==> src/rtl/testutil_console_pkg.sv <==
// Shared definitions for the memory-mapped character console: register
// offsets, STATUS bit positions and the end-of-test character code.
package testutil_console_pkg;

    // Register offsets as decoded from dev_addr_i[3:2]
    typedef enum logic [1:0] {
        TxData  = 2'd0,
        Status  = 2'd1,
        Ctrl    = 2'd2,
        DropCnt = 2'd3
    } console_reg_e;

    // STATUS register layout
    localparam int StatusFullBit  = 0;
    localparam int StatusEmptyBit = 1;
    localparam int StatusLvlLsb   = 8;
    localparam int StatusEotBit   = 16;

    // ASCII EOT, used as the end-of-test marker byte
    localparam logic [7:0] EotChar = 8'h04;

endpackage

==> src/rtl/testutil_console_fifo.sv <==
// Byte-wide synchronous FIFO with a separate level counter. The head entry
// is presented combinationally so a pushed byte is visible the next cycle.
// Storage is not reset; only pointers and level are.
module testutil_console_fifo #(
    parameter int Depth = 16,
    parameter int LvlW  = $clog2(Depth + 1)
) (
    input  logic            clk_i,
    input  logic            rst_i,
    input  logic            push_i,
    input  logic            pop_i,
    input  logic [7:0]      wdata_i,
    output logic [7:0]      rdata_o,
    output logic            full_o,
    output logic            empty_o,
    output logic [LvlW-1:0] level_o
);
    localparam int PtrW = $clog2(Depth);

    logic [7:0]      mem_q [Depth];
    logic [PtrW-1:0] wptr_q, wptr_d;
    logic [PtrW-1:0] rptr_q, rptr_d;
    logic [LvlW-1:0] level_q, level_d;
    logic            push_ok, pop_ok;

    // Guard against overflow/underflow even if the caller misbehaves
    always_comb begin
        push_ok = push_i & ~full_o;
        pop_ok  = pop_i & ~empty_o;
        wptr_d  = push_ok ? wptr_q + PtrW'(1) : wptr_q;
        rptr_d  = pop_ok ? rptr_q + PtrW'(1) : rptr_q;
        level_d = level_q;
        if (push_ok && !pop_ok) begin
            level_d = level_q + LvlW'(1);
        end else if (!push_ok && pop_ok) begin
            level_d = level_q - LvlW'(1);
        end
    end

    // Character storage; deliberately left unreset
    always_ff @(posedge clk_i) begin
        if (push_ok) begin
            mem_q[wptr_q] <= wdata_i;
        end
    end

    // Pointer and level registers
    always_ff @(posedge clk_i or posedge rst_i) begin
        if (rst_i) begin
            wptr_q  <= '0;
            rptr_q  <= '0;
            level_q <= '0;
        end else begin
            wptr_q  <= wptr_d;
            rptr_q  <= rptr_d;
            level_q <= level_d;
        end
    end

    assign rdata_o = mem_q[rptr_q];
    assign full_o  = (level_q == LvlW'(Depth));
    assign empty_o = (level_q == '0);
    assign level_o = level_q;

endmodule

==> src/rtl/testutil_console.sv <==
// Memory-mapped character console: bus register decode, one-cycle response
// registers, drain handshake with hold-until-accepted, saturating drop count.
// Optional sticky end-of-test detection is built when
// TESTUTIL_CONSOLE_EOT_DETECT_EN is defined; otherwise eot_o is tied low.
module testutil_console
    import testutil_console_pkg::*;
#(
    parameter int FifoDepth = 16
) (
    input  logic        clk_i,
    input  logic        rst_i,
    input  logic        dev_req_i,
    input  logic        dev_we_i,
    input  logic [31:0] dev_addr_i,
    input  logic [31:0] dev_wdata_i,
    input  logic [3:0]  dev_be_i,
    output logic        dev_rvalid_o,
    output logic [31:0] dev_rdata_o,
    output logic        dev_err_o,
    output logic        char_valid_o,
    output logic [7:0]  char_data_o,
    input  logic        char_ready_i,
    output logic        eot_o
);
    localparam int LvlW = $clog2(FifoDepth + 1);

    console_reg_e    reg_sel;
    logic            addr_err;
    logic            wr_txdata, wr_ctrl, wr_dropcnt;
    logic            fifo_push, fifo_pop, fifo_full, fifo_empty;
    logic [7:0]      fifo_rdata;
    logic [LvlW-1:0] fifo_level;
    logic            drain_en_q, drain_en_d;
    logic            hold_q, hold_d;
    logic [15:0]     dropcnt_q, dropcnt_d;
    logic            rvalid_q, err_q, err_d;
    logic [31:0]     rdata_q, rdata_d;
    logic            eot_flag;
    logic            unused_bits;

    assign unused_bits = ^{dev_wdata_i[31:8], dev_be_i[3:1]};

    assign reg_sel    = console_reg_e'(dev_addr_i[3:2]);
    assign addr_err   = (dev_addr_i[1:0] != 2'b00) | (dev_addr_i[31:4] != 28'd0);
    assign wr_txdata  = dev_req_i & dev_we_i & ~addr_err & (reg_sel == TxData)  & dev_be_i[0];
    assign wr_ctrl    = dev_req_i & dev_we_i & ~addr_err & (reg_sel == Ctrl)    & dev_be_i[0];
    assign wr_dropcnt = dev_req_i & dev_we_i & ~addr_err & (reg_sel == DropCnt) & dev_be_i[0];

    // Full is judged on pre-pop state, so a push into a full FIFO is dropped
    assign fifo_push = wr_txdata & ~fifo_full;

    testutil_console_fifo #(
        .Depth (FifoDepth),
        .LvlW  (LvlW)
    ) u_fifo (
        .clk_i   (clk_i),
        .rst_i   (rst_i),
        .push_i  (fifo_push),
        .pop_i   (fifo_pop),
        .wdata_i (dev_wdata_i[7:0]),
        .rdata_o (fifo_rdata),
        .full_o  (fifo_full),
        .empty_o (fifo_empty),
        .level_o (fifo_level)
    );

    // Drain: once offered, a byte stays offered until accepted
    always_comb begin
        char_valid_o = ~fifo_empty & (drain_en_q | hold_q);
        fifo_pop     = char_valid_o & char_ready_i;
        hold_d       = hold_q;
        if (char_valid_o && !char_ready_i) begin
            hold_d = 1'b1;
        end else if (fifo_pop || fifo_empty) begin
            hold_d = 1'b0;
        end
    end
    assign char_data_o = fifo_rdata;

    // Control and drop-count next state
    always_comb begin
        drain_en_d = wr_ctrl ? dev_wdata_i[0] : drain_en_q;
        dropcnt_d  = dropcnt_q;
        if (wr_dropcnt) begin
            dropcnt_d = 16'd0;
        end else if (wr_txdata && fifo_full && (dropcnt_q != 16'hFFFF)) begin
            dropcnt_d = dropcnt_q + 16'd1;
        end
    end

    // Read mux and error response, sampled on pre-update state
    always_comb begin
        rdata_d = 32'd0;
        err_d   = dev_req_i & addr_err;
        if (dev_req_i && !dev_we_i && !addr_err) begin
            case (reg_sel)
                Status: begin
                    rdata_d[StatusFullBit]       = fifo_full;
                    rdata_d[StatusEmptyBit]      = fifo_empty;
                    rdata_d[StatusLvlLsb +: 8]   = 8'(fifo_level);
                    rdata_d[StatusEotBit]        = eot_flag;
                end
                Ctrl:    rdata_d[0]     = drain_en_q;
                DropCnt: rdata_d[15:0]  = dropcnt_q;
                default: rdata_d        = 32'd0;
            endcase
        end
    end

    // Control, drain and response registers
    always_ff @(posedge clk_i or posedge rst_i) begin
        if (rst_i) begin
            drain_en_q <= 1'b1;
            hold_q     <= 1'b0;
            dropcnt_q  <= 16'd0;
            rvalid_q   <= 1'b0;
            err_q      <= 1'b0;
            rdata_q    <= 32'd0;
        end else begin
            drain_en_q <= drain_en_d;
            hold_q     <= hold_d;
            dropcnt_q  <= dropcnt_d;
            rvalid_q   <= dev_req_i;
            err_q      <= err_d;
            rdata_q    <= rdata_d;
        end
    end

    assign dev_rvalid_o = rvalid_q;
    assign dev_err_o    = err_q;
    assign dev_rdata_o  = rdata_q;

`ifdef TESTUTIL_CONSOLE_EOT_DETECT_EN
    logic eot_q, eot_d;
    // EOT is flagged on the push request itself, even when the byte is dropped
    assign eot_d = eot_q | (wr_txdata & (dev_wdata_i[7:0] == EotChar));

    // Sticky end-of-test flag
    always_ff @(posedge clk_i or posedge rst_i) begin
        if (rst_i) begin
            eot_q <= 1'b0;
        end else begin
            eot_q <= eot_d;
        end
    end
    assign eot_flag = eot_q;
`else
    assign eot_flag = 1'b0;
`endif

    assign eot_o = eot_flag;

endmodule

==> config.mk <==
export PLATFORM = sky130hd
export DESIGN_NAME = testutil_console
export DESIGN_NICKNAME = d
export VERILOG_FILES = /design/src/rtl/testutil_console_pkg.sv /design/src/rtl/testutil_console_fifo.sv /design/src/rtl/testutil_console.sv
export SDC_FILE = /design/constraint.sdc
export NUM_CORES = 1
export LEC_CHECK = 0
export ABC_AREA = 1
export CAP_MARGIN = 30
export CORE_UTILIZATION = 52
export DETAILED_ROUTE_END_ITERATION = 8
export MAX_ROUTING_LAYER = met4
export PLACE_DENSITY = 0.77
export SLEW_MARGIN = 10
export SYNTH_ARGS = -nofsm -noshare
export SYNTH_HDL_FRONTEND = slang
export SYNTH_SLANG_ARGS = --single-unit
export TNS_END_PERCENT = 100
==> constraint.sdc <==
create_clock -name clk_i -period 2.9 [get_ports clk_i]
set_clock_uncertainty 0.2 [all_clocks]
set_input_delay 0.725 -clock clk_i [delete_from_list [all_inputs] [get_ports clk_i]]
set_output_delay 0.725 -clock clk_i [all_outputs]
set_load 0.02 [all_outputs]
==> results of run 1 <==
==> worst max-delay path, stage by stage (launching register included) <==
cell      delay (ns)
dfrtp_2         0.46
clkinv_4        0.11
buf_12          0.11
buf_16          0.14
o21ai_0         0.11
o22ai_1         0.16
nand2_1         0.10
a22oi_2         0.23
buf_6           0.15
==> what timing repair did <==
action,4_1_cts,5_1_grt
pin swaps,39,50
setup endpoints to repair,10,85
gates resized for setup,91,77
endpoints found under the hold margin,0,0
setup buffers,25,10
cloned,2,0
==> worst max path at each step <==
stage / startpoint / to / slack [ns]
4_1_cts: u_fifo.rptr_q[0]$_DFFE_PP0P_ / char_data_o[5] / -0.006
3_5_place_dp: dev_addr_i[7] / u_fifo.level_o[4]$_DFFE_PP0P_ / -0.57
2_1_floorplan: dev_addr_i[31] / u_fifo.level_o[4]$_DFFE_PP0P_ / -0.04
3_3_place_gp: dev_addr_i[7] / u_fifo.level_o[4]$_DFFE_PP0P_ / -0.49
6_report: u_fifo.rptr_q[0]$_DFFE_PP0P_ / char_data_o[3] / -0.04
5_1_grt: u_fifo.rptr_q[0]$_DFFE_PP0P_ / char_data_o[1] / -0.07
==> final cells by class <==
type                    instances  share of cell area
clock inverters                14              0.0215
well taps                     184              0.0220
flip-flops and latches        177               0.485
multi-input cells             469               0.246
clock buffers                  18              0.0410
inverters                      59              0.0221
repair buffers                179               0.163
==> power breakdown <==
part	leakage, nW	total [mW]	internal, mW	switching [mW]
combinational	2.40	0.926	0.399	0.527
sequential	1.72	2.75	2.73	0.0213
clock	0.315	2.54	1.55	0.991
total	4.44	6.22	4.68	1.54
==> sequential cells by signal, summed over array words and instances (netlist names) <==
name and flops:
u_fifo.wptr_q 4, u_fifo.level_o 5, hold_q 1, u_fifo.rptr_q 4
dev_err_o 1, drain_en_q 1, dropcnt_q 16, dev_rvalid_o 1
u_fifo.mem_q 128, dev_rdata_o 16
==> through the flow <==
| step | setup TNS, ns | std cells | utilization | power [mW] |
|---|---|---|---|---|
| after floorplan | -0.0358 | 747 | - | 3.21 |
| after global placement | -26.75 | 1032 | 0.630 | 3.52 |
| after detailed placement | -35.69 | 1032 | 0.630 | 3.54 |
| after CTS | -0.00569 | 1091 | 0.699 | 6.14 |
| after global routing | -0.360 | 1100 | 0.717 | 6.40 |
| final | -0.0598 | 1100 | 0.717 | 6.22 |
==> logic make-up after synthesis <==
group / count (synthesis) / share of synthesized area
compound gates: 152 / 0.107
xor+xnor: 15 / 0.0168
fa+ha+maj: 11 / 0.0186
buf+inv: 101 / 0.0582
flops: 177 / 0.650
other cells: 1 / 0.000481
simple gates: 274 / 0.149
==> metal layers <==
metal | global-route usage | vias up | share of wire
met4 | 0.106 | 0 | 0.031
met2 | 0.440 | 356 | 0.51
li1 | - | 2832 | -
met5 | - | - | 0
met1 | 0.324 | 3040 | 0.38
met3 | 0.0460 | 56 | 0.076
==> cell usage in the layout, fill, tap and decap left out, types with 12 or more instances in the layout <==
| master | synthesis | final |
|---|---|---|
| dfrtp_1 | 48 | 47 |
| edfxtp_1 | 128 | 128 |
| clkdlybuf4s50_1 | 0 | 33 |
| nor2_2 | 2 | 14 |
| conb_1 | 1 | 17 |
| o21ai_0 | 84 | 59 |
| clkbuf_16 | 0 | 17 |
| o22ai_1 | 44 | 34 |
| a21oi_1 | 16 | 12 |
| nand3_1 | 21 | 21 |
| xor2_1 | 14 | 14 |
| o21ai_1 | 1 | 19 |
| nor3_1 | 12 | 12 |
| nand2_1 | 85 | 84 |
| inv_1 | 58 | 53 |
| nor2_1 | 138 | 125 |
| buf_4 | 17 | 97 |
| dlymetal6s2s_1 | 0 | 20 |
==> impl_metrics.env, run 1 <==
export IMPL_areaGrowthSynthToFinish_pct=34.1
export IMPL_drt_wl_total_mm=20.4
export IMPL_fp_coreArea_sq_um=14600
export IMPL_multiInputGateArea_sq_um=2570
export IMPL_powerDensity_nw_per_um2=594
export IMPL_ys_warnings_count=0
export IMPL_async_flop_share=0.277
export IMPL_reg2reg_depth=15
export IMPL_h_tree_depth=4
export IMPL_synth_top_cells_by_count="138 x nor2_1, 128 x edfxtp_1, 85 x nand2_1"
export IMPL_dieArea_sq_um=15500
export IMPL_hp_start="drain_en_q$_DFFE_PP1P_"
export IMPL_worstPathRequired_ns=1.98
export IMPL_layout_drive_gt1_share=0.231
export IMPL_drt_iter0_markers=575
export IMPL_yosys_area_top_type="edfxtp_1"
export IMPL_violations="setup timing"
export IMPL_vdd_drop_max_mv=0.482
export IMPL_synth_most_common_cell="nor2_1"
export IMPL_r2r_start="u_fifo.level_o[1]$_DFFE_PP0P_"
export IMPL_avgSynthCellArea_sq_um=10.7
export IMPL_port_buffer_count=72
export IMPL_die_h_um=124
export IMPL_grt_total_usage=0.265
export IMPL_antenna_cells=0
export IMPL_dr_pass1_iters=5
export IMPL_r2r_end="u_fifo.level_o[3]$_DFFE_PP0P_"
export IMPL_rsz0062_at_grt="true"
export IMPL_leakage_nw=4.44
export IMPL_root_buffer="clkbuf_16"
export IMPL_via_per_inst=5.71
export IMPL_rows=44
export IMPL_route_detailed_drc=0
export IMPL_clock_sinks=177
export IMPL_worstPathArrival_ns=2.01
export IMPL_synth_seq_cells=177
export IMPL_stdcell_area_sq_um=10500
export IMPL_synth_ff_type="edfxtp_1"
export IMPL_yosys_top_cells_area="edfxtp_1 49%, dfrtp_1 15%, nor2_1 6.6%, o21ai_0 5.4%, nand2_1 4.1%"
export IMPL_grt_max_degree=30
export IMPL_hp_class="flop to flop"
export IMPL_cts_tree="done"
export IMPL_antenna_found_initial=0
export IMPL_path_clk_slew_ns=0.07
export IMPL_avgRoutedWirePerCell_um=18.6
export IMPL_path_max_fanout=16
export IMPL_ys_types=35
export IMPL_cts_buffers=17
export IMPL_nets=987
export IMPL_regArea_sq_um=5070
export IMPL_fin_crit_ns=2.94
export IMPL_vias=6284
export IMPL_dpl_hpwl_mm=12.4
export IMPL_die_w_um=124
export IMPL_maxCapViolCount=0
export IMPL_grt_pass1_wl_mm=30.9
export IMPL_path_class="flop to output pin"
export IMPL_holdPathStages=2
export IMPL_end_kind="output pin"
export IMPL_hold_end="drain_en_q$_DFFE_PP1P_"
export IMPL_hold_buffers=0
export IMPL_io_pins=117
export IMPL_status="complete, but fails checks"
export IMPL_synth_edf_count=128
export IMPL_synth_top_area_share=0.493
export IMPL_max_freq_mhz=340
export IMPL_nFillCells=900
export IMPL_place_ws_ns=-0.574
export IMPL_synth_area_sq_um=7800
export IMPL_drv_slew=0
export IMPL_clockBufferDepth=2
export IMPL_hold_viol_final=0
export IMPL_grt_pass1_vias=6160
export IMPL_grt_ovfl_total=0
export IMPL_worst_slack_ns=-0.0377
export IMPL_clk_latency_ns=0.43
export IMPL_finalCritPeriodShare=1.01
export IMPL_setup_violations=3
export IMPL_start_util=0.535
export IMPL_slew_headroom=0.549
export IMPL_r2r_setup_slack_ns=0.31
export IMPL_hold_ws_ns=0.313
export IMPL_ys_seq_area_frac=0.650
export IMPL_critPathLaunchType="flop"
export IMPL_tightest_slew_ns=0.674
export IMPL_netlist_instances=731
export IMPL_finalWeightedCongestion=0.921
export IMPL_placed_area_sq_um=9190
export IMPL_ant_nets=0
Power figures use the tool's default switching activity.
==> run 2: changes to the inputs <==
--- a/config.mk
+++ b/config.mk
@@ -5,12 +5,11 @@
 export SDC_FILE = /design/constraint.sdc
 export NUM_CORES = 1
 export LEC_CHECK = 0
-export ABC_AREA = 1
 export CAP_MARGIN = 30
 export CORE_UTILIZATION = 52
 export DETAILED_ROUTE_END_ITERATION = 8
 export MAX_ROUTING_LAYER = met4
-export PLACE_DENSITY = 0.77
+export PLACE_DENSITY = 0.78
 export SLEW_MARGIN = 10
 export SYNTH_ARGS = -nofsm -noshare
 export SYNTH_HDL_FRONTEND = slang
==> impl_metrics.env, run 2 <==
export IMPL_rsz0062_at_grt="true"
export IMPL_grt_pass1_wl_mm=25.6
export IMPL_final_util=0.690
export IMPL_route_detailed_drc=0
export IMPL_power_mw=5.05
export IMPL_antenna_found_initial=1
export IMPL_cp_cell_sequence="buf_12 -> buf_12 -> mux4_2 -> mux4_2 -> buf_6"
export IMPL_violations="setup timing"
export IMPL_fp_coreArea_sq_um=13900
export IMPL_finalSetupTns_ns=-2.54
export IMPL_synth_edf_count=128
export IMPL_max_stage_delay_ns=0.54
export IMPL_maxCapViolCount=0
export IMPL_nets=684
export IMPL_vdd_drop_max_mv=0.431
export IMPL_final_common_cell="edfxtp_1"
export IMPL_clock_sinks=177
export IMPL_die_w_um=122
export IMPL_drt_iter0_markers=372
export IMPL_yosys_top_cells_area="edfxtp_1 52%, dfrtp_1 16%, mux4_2 12%, buf_4 1.7%, ha_1 1.7%"
export IMPL_ant_nets=0
export IMPL_worstPathRequired_ns=1.98
export IMPL_rows=43
export IMPL_synth_top_cells_by_count="128 x edfxtp_1, 48 x dfrtp_1, 40 x mux4_2"
export IMPL_hp_start="dropcnt_q[5]$_DFFE_PP0P_"
export IMPL_path_clk_slew_ns=0.06
export IMPL_r2r_end="u_fifo.level_o[4]$_DFFE_PP0P_"
export IMPL_finalCritPeriodShare=1.13
export IMPL_areaGrowthSynthToFinish_pct=29.2
export IMPL_fin_crit_ns=3.27
export IMPL_placed_area_sq_um=8870
export IMPL_hold_viol_final=0
export IMPL_hold_ws_ns=0.360
export IMPL_dr_pass1_iters=5
export IMPL_regMostFlops="u_fifo.mem_q"
export IMPL_cts_tree="done"
export IMPL_setup_violations=8
export IMPL_worstPathArrival_ns=2.34
export IMPL_end_kind="output pin"
export IMPL_vias=4476
export IMPL_root_buffer="clkbuf_16"
export IMPL_powerDensity_nw_per_um2=525
export IMPL_largest_reg_flops=128
export IMPL_synth_seq_cells=177
export IMPL_grt_max_degree=27
export IMPL_stdcell_area_sq_um=9620
export IMPL_leakage_nw=3.53
export IMPL_cts_buffers=17
export IMPL_finalNonFillerCells=793
export IMPL_async_flop_share=0.277
export IMPL_synth_ff_type="edfxtp_1"
export IMPL_ys_seq_area_frac=0.681
export IMPL_critPathLaunchType="flop"
export IMPL_path_buf_inv=3
export IMPL_dieArea_sq_um=14800
export IMPL_port_buffer_count=72
export IMPL_place_ws_ns=-0.821
export IMPL_h_tree_depth=4
export IMPL_critPathSlowestCell="mux4_2"
export IMPL_synth_area_sq_um=7440
export IMPL_path_class="flop to output pin"
export IMPL_dpl_hpwl_mm=10.9
export IMPL_grt_total_usage=0.249
export IMPL_clockBufferDepth=2
export IMPL_clk_latency_ns=0.43
export IMPL_reg2reg_depth=12
export IMPL_holdPathStages=1
export IMPL_hold_end="dropcnt_q[5]$_DFFE_PP0P_"
export IMPL_synth_most_common_cell="edfxtp_1"
export IMPL_max_freq_mhz=306
export IMPL_r2r_start="u_fifo.level_o[1]$_DFFE_PP0P_"
export IMPL_r2r_setup_slack_ns=0.03
export IMPL_io_pins=117
export IMPL_avgRoutedWirePerCell_um=20.7
export IMPL_avgSynthCellArea_sq_um=16.3
export IMPL_start_util=0.534
export IMPL_layout_drive_gt1_share=0.330
export IMPL_finalWeightedCongestion=0.829
export IMPL_yosys_area_top_type="edfxtp_1"
export IMPL_drt_wl_total_mm=16.4
export IMPL_status="complete, but fails checks"
export IMPL_layout_common_cells="128 x edfxtp_1, 60 x buf_4, 47 x dfrtp_1, 40 x mux4_2, 29 x clkdlybuf4s50_1"
export IMPL_ys_warnings_count=0
export IMPL_worst_slack_ns=-0.369
export IMPL_die_h_um=122
export IMPL_tightest_slew_ns=0.628
export IMPL_netlist_instances=457
export IMPL_dp_cells=751
export IMPL_drv_slew=0
export IMPL_via_per_inst=5.64
export IMPL_slew_headroom=0.580
export IMPL_grt_pass1_vias=4753
export IMPL_ys_types=41
export IMPL_path_max_fanout=8
export IMPL_path_delay_family="multiplexers"
export IMPL_synth_top_area_share=0.516
export IMPL_hp_class="flop to flop"
export IMPL_grt_ovfl_total=0
export IMPL_hold_buffers=0
==> run 2: changes by cell type after synthesis, sizes merged, moves of 16 or more <==
cell / before / now
mux4: 0 / 40
nand3: 24 / 8
nor2: 143 / 23
inv: 58 / 8
nand2: 89 / 21
o22ai: 44 / 0
o21ai: 87 / 15
==> run 2: timing repair <==
action,in CTS,in global routing
setup buffers,8,2
setup endpoints to repair,48,11
cloned,2,0
resized for setup,141,40
pin swaps,20,19
==> run 2: final cells by class <==
type | count | area [sq um]
Antenna cell | 1 | 2.50
Clock buffer | 17 | 425
Clock inverter | 14 | 141
Fill cell | 891 | 4320
Inverter | 8 | 37.5
Multi-Input combinational cell | 251 | 2360
Sequential cell | 177 | 5070
Tap cell | 180 | 225
Timing Repair Buffer | 145 | 1350
==> run 2: worst max path at each step <==
stage / slack, ns / from / cells after the start / endpoint
6_report: -0.37 / u_fifo.rptr_q[0]$_DFFE_PP0P_ / 5 / char_data_o[4]
5_1_grt: -0.42 / u_fifo.rptr_q[0]$_DFFE_PP0P_ / 5 / char_data_o[4]
4_1_cts: -0.40 / u_fifo.rptr_q[0]$_DFFE_PP0P_ / 5 / char_data_o[4]
3_5_place_dp: -0.82 / dev_addr_i[13] / 12 / u_fifo.level_o[4]$_DFFE_PP0P_
3_3_place_gp: -0.73 / dev_addr_i[9] / 12 / u_fifo.level_o[4]$_DFFE_PP0P_
2_1_floorplan: -0.39 / dev_addr_i[13] / 11 / u_fifo.level_o[4]$_DFFE_PP0P_
==> run 2: worst register-to-register path: cells and delay by family (launching register included) <==
kind	cells	cell delay (ns)
simple gates	3	0.80
buf+inv	2	0.11
xor+xnor	2	0.28
compound gates	3	0.50
fa+ha+maj	2	0.48
flops	1	0.39
==> run 2: report_power, final <==
part / internal [mW] / switching, mW
combinational: 0.0549 / 0.0890
sequential: 2.72 / 0.000487
clock: 1.26 / 0.929
==> run 2: cells by family after synthesis <==
kind of cell / share of synthesized area
AOI/OAI and AO/OA: 0.0291
xor gates and xnor gates: 0.0141
adders and majority gates: 0.0195
buffers and inverters: 0.0321
DFF: 0.681
muxes: 0.132
other: 0.000504
and+or+nand+nor: 0.0911
==> run 2: layer usage <==
| metal | global-route usage | share of wire | vias up |
|---|---|---|---|
| met5 | - | 0 | - |
| met4 | 0.103 | 0.019 | 0 |
| met3 | 0.0496 | 0.052 | 28 |
| met2 | 0.424 | 0.54 | 196 |
| met1 | 0.289 | 0.39 | 2230 |
| li1 | - | - | 2022 |
